## src/rtl/sd_data_fifo.sv

```systemverilog
// Circular-buffer data FIFO with first-word fall-through read port and packed APB status word.
// Optional sticky overflow/underflow flags are built when SD_FIFO_ERR_FLAGS_EN is defined.
module sd_data_fifo #(
    parameter int DEPTH = 8,
    parameter int WIDTH = 16
) (
    input  logic             pclk,
    input  logic             preset,
    input  logic             enq_i,
    input  logic             deq_i,
    input  logic [WIDTH-1:0] wr_data_i,
    input  logic             flush_i,
    input  logic             clr_flags_i,
    output logic [WIDTH-1:0] rd_data_o,
    output logic             full_o,
    output logic             empty_o,
    output logic [4:0]       count_o,
    output logic [15:0]      status_o
);

    localparam int PW = (DEPTH > 1) ? $clog2(DEPTH) : 1;

    logic [WIDTH-1:0] r_mem [DEPTH];
    logic [PW-1:0]    r_wr_ptr;
    logic [PW-1:0]    r_rd_ptr;
    logic [4:0]       r_count;

    logic w_full;
    logic w_empty;
    logic w_enq_ok;
    logic w_deq_ok;
    logic w_ovf_flag;
    logic w_unf_flag;

    assign w_full   = (r_count == 5'(DEPTH));
    assign w_empty  = (r_count == 5'd0);
    // A full FIFO still takes a write when a read frees the head slot in the same cycle.
    assign w_enq_ok = enq_i && (!w_full || deq_i);
    assign w_deq_ok = deq_i && !w_empty;

    always_ff @(posedge pclk) begin
        // NOTE: sequential state uses non-blocking assignments so every register samples pre-edge values.
        if (preset || flush_i) begin
            r_wr_ptr <= '0;
            r_rd_ptr <= '0;
            r_count  <= 5'd0;
        end else begin
            if (w_enq_ok) r_wr_ptr <= r_wr_ptr + 1'b1;
            if (w_deq_ok) r_rd_ptr <= r_rd_ptr + 1'b1;
            case ({w_enq_ok, w_deq_ok})
                2'b10:   r_count <= r_count + 5'd1;
                2'b01:   r_count <= r_count - 5'd1;
                default: r_count <= r_count;
            endcase
        end
    end

    // NOTE: the storage array is deliberately not reset; the pointers and count alone define validity.
    always_ff @(posedge pclk) begin
        if (!preset && !flush_i && w_enq_ok) begin
            r_mem[r_wr_ptr] <= wr_data_i;
        end
    end

`ifdef SD_FIFO_ERR_FLAGS_EN
    logic r_ovf_flag;
    logic r_unf_flag;
    logic w_ovf_evt;
    logic w_unf_evt;

    assign w_ovf_evt = !flush_i && enq_i && w_full && !deq_i;
    assign w_unf_evt = !flush_i && deq_i && w_empty;

    // A set event outranks a same-cycle clear so no error is ever lost.
    always_ff @(posedge pclk) begin
        if (preset) begin
            r_ovf_flag <= 1'b0;
            r_unf_flag <= 1'b0;
        end else begin
            if (w_ovf_evt)        r_ovf_flag <= 1'b1;
            else if (clr_flags_i) r_ovf_flag <= 1'b0;
            if (w_unf_evt)        r_unf_flag <= 1'b1;
            else if (clr_flags_i) r_unf_flag <= 1'b0;
        end
    end

    assign w_ovf_flag = r_ovf_flag;
    assign w_unf_flag = r_unf_flag;
`else
    logic w_unused_clr;

    assign w_unused_clr = clr_flags_i;
    assign w_ovf_flag   = 1'b0;
    assign w_unf_flag   = 1'b0;
`endif

    assign rd_data_o = w_empty ? WIDTH'(16'h00FF) : r_mem[r_rd_ptr];
    assign full_o    = w_full;
    assign empty_o   = w_empty;
    assign count_o   = r_count;
    assign status_o  = {w_full, w_empty, w_ovf_flag, w_unf_flag, 7'b0, r_count};

endmodule

```

## config.mk

```make
export PLATFORM = sky130hd
export DESIGN_NAME = sd_data_fifo
export DESIGN_NICKNAME = d
export VERILOG_FILES = /design/src/rtl/sd_data_fifo.sv
export SDC_FILE = /design/constraint.sdc
export NUM_CORES = 1
export LEC_CHECK = 0
export CAP_MARGIN = 30
export CORE_ASPECT_RATIO = 1.1
export CORE_MARGIN = 5
export CORE_UTILIZATION = 30
export DETAILED_ROUTE_END_ITERATION = 10
export GPL_TIMING_DRIVEN = 0
export PLACE_DENSITY_LB_ADDON = 0.08
export SLEW_MARGIN = 20
export SYNTH_ARGS = -nofsm -noshare
export SYNTH_HDL_FRONTEND = slang
export SYNTH_SLANG_ARGS = --single-unit
```

## constraint.sdc

```tcl
create_clock -name pclk -period 2.5 [get_ports pclk]
set_input_delay 0.375 -clock pclk [delete_from_list [all_inputs] [get_ports pclk]]
set_output_delay 0.375 -clock pclk [all_outputs]
set_load 0.02 [all_outputs]
```

=== Word-level counts from Yosys, hierarchy flattened ===
Memory sizes are Yosys's and may differ from the RTL's. A register that Yosys moved wholly into a read port is not among the register bits.
Index checks and enable logic that the tools add are counted.

* Input bits: 22
* Register bits: 11
* Output and inout port bits: 39
* Bits in writable memories: 128
* Logic and storage cells: 29
* Memories: 1

{| class="wikitable"
|+ Memory list
! name !! words !! bits a word !! rd ports !! clocked after Yosys merged registers in !! write ports !! line !! text
|-
| r_mem || 8 || 16 || 1 || 1 || 1 || 23 || <nowiki>logic [WIDTH-1:0] r_mem [DEPTH];</nowiki>
|}

* Reductions and logical operators: 12
* Multiplexer cells: 6
* Equal/unequal tests: 3
* Add/sub/neg operators: 4

{| class="wikitable"
|+ Operators with widths
! cell !! number
|-
| $mux 16 || 1
|-
| $pmux 5 s2 || 1
|-
| $add 3x1->3 const B || 2
|-
| $mux 3 || 2
|-
| $add 5x1->5 const B || 1
|-
| $eq 5x4->1 const B || 1
|-
| $logic_not 5->1 || 1
|-
| $sub 5x1->5 const B || 1
|-
| $logic_and 1x1->1 || 4
|-
| $logic_not 1->1 || 4
|-
| $eq 2x1->1 const B || 1
|-
| $eq 2x2->1 const B || 1
|-
| $logic_or 1x1->1 || 2
|-
| $mux 1 || 2
|-
| $reduce_bool 2->1 || 1
|}

=== Logic depth before layout (Yosys ltp) ===
* Depth after elaboration: 7
* Depth in mapped cells: 10
* Mapped depth without buffers: 10

=== Worst setup path before layout ===
OpenSTA, ideal clock, no wires.

* Path kind: register -> register
* Start: register r_count[0], in the netlist count_o[0]
* End: register r_count[4], in the netlist count_o[4]
* Arrival: 2,660 ps
* Cell stages (with the launch flop): 10
* Required time: 2,428 ps
* Buffers on the path: 0
* Path slack: -232 ps
* Path through: dfxtp_1 > or4_4 > o31ai_4 > ha_1 > inv_1 > fa_1 > nand2b_1 > a21oi_1 > mux2i_1 > mux2i_1

* Cells in the longest elaborated chain, start to end: 6

{| class="wikitable"
|+ RTL lines
! item !! line !! text
|-
| from (decl) || 26 || <nowiki>logic [4:0] r_count;</nowiki>
|-
| from (signal assigned) || 51 || <nowiki>2'b10: r_count <= r_count + 5'd1;</nowiki>
|-
| from (signal assigned) || 52 || <nowiki>2'b01: r_count <= r_count - 5'd1;</nowiki>
|-
| from (signal assigned) || 53 || <nowiki>default: r_count <= r_count;</nowiki>
|-
| $eq 5x4->1 || 35 || <nowiki>assign w_full = (r_count == 5'(DEPTH));</nowiki>
|-
| $logic_not 1->1 || 38 || <nowiki>assign w_enq_ok = enq_i && (!w_full || deq_i);</nowiki>
|-
| $logic_or 1x1->1 || 38 ||
|-
| $logic_and 1x1->1 || 38 ||
|-
| $eq 2x1->1 / $eq 2x2->1 (equally long branches) || 50 || <nowiki>case ({w_enq_ok, w_deq_ok})</nowiki>
|-
| $pmux 5 s2 / $reduce_bool 2->1 (equally long branches) || - ||
|}

Parallel ways exist; a longest one is shown, timed or not.
A chain may end at the register's enable or synchronous reset.

=== Worst setup path after layout ===
* Start: register r_count[2], in the netlist count_o[2]
* End: register r_count[4], in the netlist count_o[4]

The elaborated chain is that of the path after synthesis.

==> results.ini <==
[timing]
hold_viol = 0
relSlewSlack_pct = 53.40
min_period_over_period_pct = 103.8
setup_viol = 2
min_period_ps = 2595
fin_ws_ps = -95.48
rsz0062_at_grt = true
fmax_mhz = 385.3
tightest_slew_ps = 697.3
fin_worst_skew_ps = 6.841
drv_slew = 0

[route]
vias = 3024
wl_um = 12500
dr.pass1.iters = 4
viasPerCell = 4.460
drtIter0Drc = 101
drcViolationCount = 0
antenna_left = 0
wire_per_inst_um = 18.44

[clock_tree]
clockBufferDepth = 2
clock_latency_ps = 410
cts_root_buffer = clkbuf_16
cts_tree = built
cts_hold_buf = 0
htreeDepth = 4
cts_sinks = 142
numCtsBuffers = 17
clk_pin_slew_ps = 60

[pwr]
report.power.total_mw = 5.595
p_per_area_nw_per_um2 = 727.4
vdd_ir_drop_max_mv = 0.4533
cellLeakagePower_nw = 2.553

[grt]
first_global_vias = 3222
antenna_found_initial = 0
grt_usage_pct = 12.05
grt_pass1_wl_um = 19260
grt.overflow.total = 0
grt_max_degree = 17

[setup_path]
worst-path-max-fanout = 4
worst_path_max_delay_cell = or4_4
cp.required_ps = 2840
cp_cell_sequence = or4_4 > o31ai_4 > ha_4 > inv_4 > fa_2 > nand2b_4 > a21oi_2 > mux2i_1 > mux2i_1
crit_path_end_kind = register
critPathKind = register to register
worstPathArrival_ps = 2930
crit_top_cell = mux2i_1
critPathMaxStageDelay_ps = 580
start_kind = register

[placement]
port_buffers = 50
dpl.hpwl_um = 7780
gp_congestion = 0.7223
dpl.cell_count = 622

[synth]
synth_top_area_cell = edfxtp_1
ys_top_cells_by_area = edfxtp_1 67%, mux4_2 13%, dfxtp_1 4.9%
ys_seq_elements = 142
synth_cell_types = 35
synthCells = 313
syn_area_um2 = 5762
synth_top_area_share_pct = 66.71
yosys_warnings = 0
seq_area_frac_synth_pct = 71.57
syn_avg_cell_area_um2 = 18.41

[floorplan]
die_h_um = 155.4
row_count = 53
fp.dieW_um = 142.1
placeableCoreArea_um2 = 19030
start_util_pct = 30.27
ios = 61
die_area_um2 = 22080

[final_layout]
drive_gt1_share_pct = 39.44
final_net_count = 447
syn2layout_area_growth_pct = 33.49
diodes = 0
final_cells = 678
n_fill_cell = 1744
final_util_pct = 40.41

[flow_run]
maxCapViolCount = 0

[status]
violations = negative setup slack
status = complete, but fails checks

[min_path]
hold_path.class = register to register

-- cell type report --
type	instances	area (µm²)	area share (%)
Multi-Input combinational cell	143	1607	20.89
Tap cell	247	309.0	4.018
Buffer	27	232.7	3.026
Sequential cell	142	4134	53.75
Clock buffer	17	425.4	5.531
Timing Repair Buffer	79	750.7	9.761
Inverter	8	40.04	0.5206
Clock inverter	15	192.7	2.505
-- logic make-up after synthesis --
logic type / Yosys count / share of synthesized area (%)
mux: 50 / 15.64
fa+ha+maj: 7 / 1.650
flops: 142 / 71.57
xor+xnor: 6 / 0.9120
other cells: 1 / 0.06508
buf+inv: 36 / 3.518
compound gates: 13 / 2.041
simple gates: 58 / 4.604
-- flip-flops by register name, summed over array words and instances, names as in the netlist, named ones only --
name and flops:
r_mem 128, count_o 5, r_rd_ptr 3, r_wr_ptr 3
-- per-stage QoR --
stage / cell area, µm² / TNS [ps] / hold WS, ps / worst slack, ps
final: 7691 / -152.1 / 499.2 / -95.48
after CTS: 7545 / -306.0 / 492.5 / -160.4
after global placement: 6633 / -125060 / 474.3 / -1057
after global routing: 7691 / -665.1 / 536.3 / -265.2
after floorplan: 5823 / -136.6 / 454.1 / -136.6
after detailed placement: 6744 / -35990 / 483.0 / -427.0
-- cells in the final DEF (no fill, tap or decap), types with 3 or more instances in the layout --
cell type / netlist / layout
a21oi_1: 5 / 3
buf_12: 0 / 4
buf_2: 6 / 14
buf_4: 16 / 37
buf_6: 0 / 8
buf_8: 0 / 4
bufinv_16: 0 / 4
clkbuf_16: 0 / 17
clkdlybuf4s50_1: 0 / 30
clkinv_2: 0 / 3
conb_1: 1 / 9
dfxtp_1: 14 / 10
edfxtp_1: 128 / 128
ha_1: 6 / 3
ha_4: 0 / 3
inv_1: 7 / 4
inv_6: 0 / 3
mux2i_1: 18 / 17
mux4_2: 32 / 32
nand2_1: 13 / 13
nand3_1: 5 / 5
nor2_1: 27 / 23
nor2_4: 0 / 4
nor3_4: 0 / 4
xor2_1: 5 / 5
-- path summary, 6_finish.rpt --
path | startpoint | endpoint | slack, ps | cells after the start
max | count_o[2] | count_o[4] | -100 | 9
min | r_rd_ptr[1] | r_rd_ptr[1] | 500 | 2
max reg2reg | count_o[2] | count_o[4] | -100 | 9
min reg2reg | r_rd_ptr[1] | r_rd_ptr[1] | 500 | 2
-- critical path, delay by kind of cell (launching register included) --
kind | cells | cell delay (ps)
AOI/OAI and AO/OA | 2 | 420
adders and majority gates | 2 | 550
buffers and inverters | 1 | 40
DFF | 1 | 350
muxes | 2 | 430
and+or+nand+nor | 2 | 730
-- metal layers --
| layer | wire length (µm) | global-route usage [%] | vias up |
|---|---|---|---|
| li1 | - | - | 1409 |
| met1 | 5686 | 15.78 | 1546 |
| met2 | 6133 | 19.14 | 53 |
| met5 | 0 | 0 | - |
| met3 | 479 | 3.136 | 16 |
| met4 | 200 | 4.799 | 0 |
-- timing repair --
item                       in CTS  in global routing
gates resized for setup       103                 24
hold endpoints to repair        0                  0
pin swaps                       5                 12
cloned                          2                  0
buffers inserted               11                 12
setup endpoints to repair      24                 40
-- power breakdown --
part	internal (mW)	leakage, nW	switching (mW)
combinational	0.168	0.985	0.198
clock	1.67	0.299	0.952
sequential	2.60	1.27	0.0100
total	4.43	2.55	1.16
-- cells in the mapped netlist --
cell / instances
clkbuf_1: 5
a21oi_1: 5
buf_4: 16
o311ai_2: 1
buf_2: 6
nand2b_1: 2
nand2_1: 13
nor3_1: 4
o31ai_4: 1
buf_1: 1
o21ai_2: 1
or4_1: 1
nor2_1: 27
xnor2_1: 1
edfxtp_1: 128
fa_1: 1
nand4b_1: 1
or2_2: 1
ha_1: 6
a21o_2: 1
o211ai_2: 2
or3_1: 1
o21ai_0: 1
inv_2: 1
or2_4: 1
o211ai_1: 1
or4_4: 1
or3b_2: 1
mux4_2: 32
xor2_1: 5
inv_1: 7
conb_1: 1
dfxtp_1: 14
nand3_1: 5
mux2i_1: 18
(Power assumes the default switching activity.)
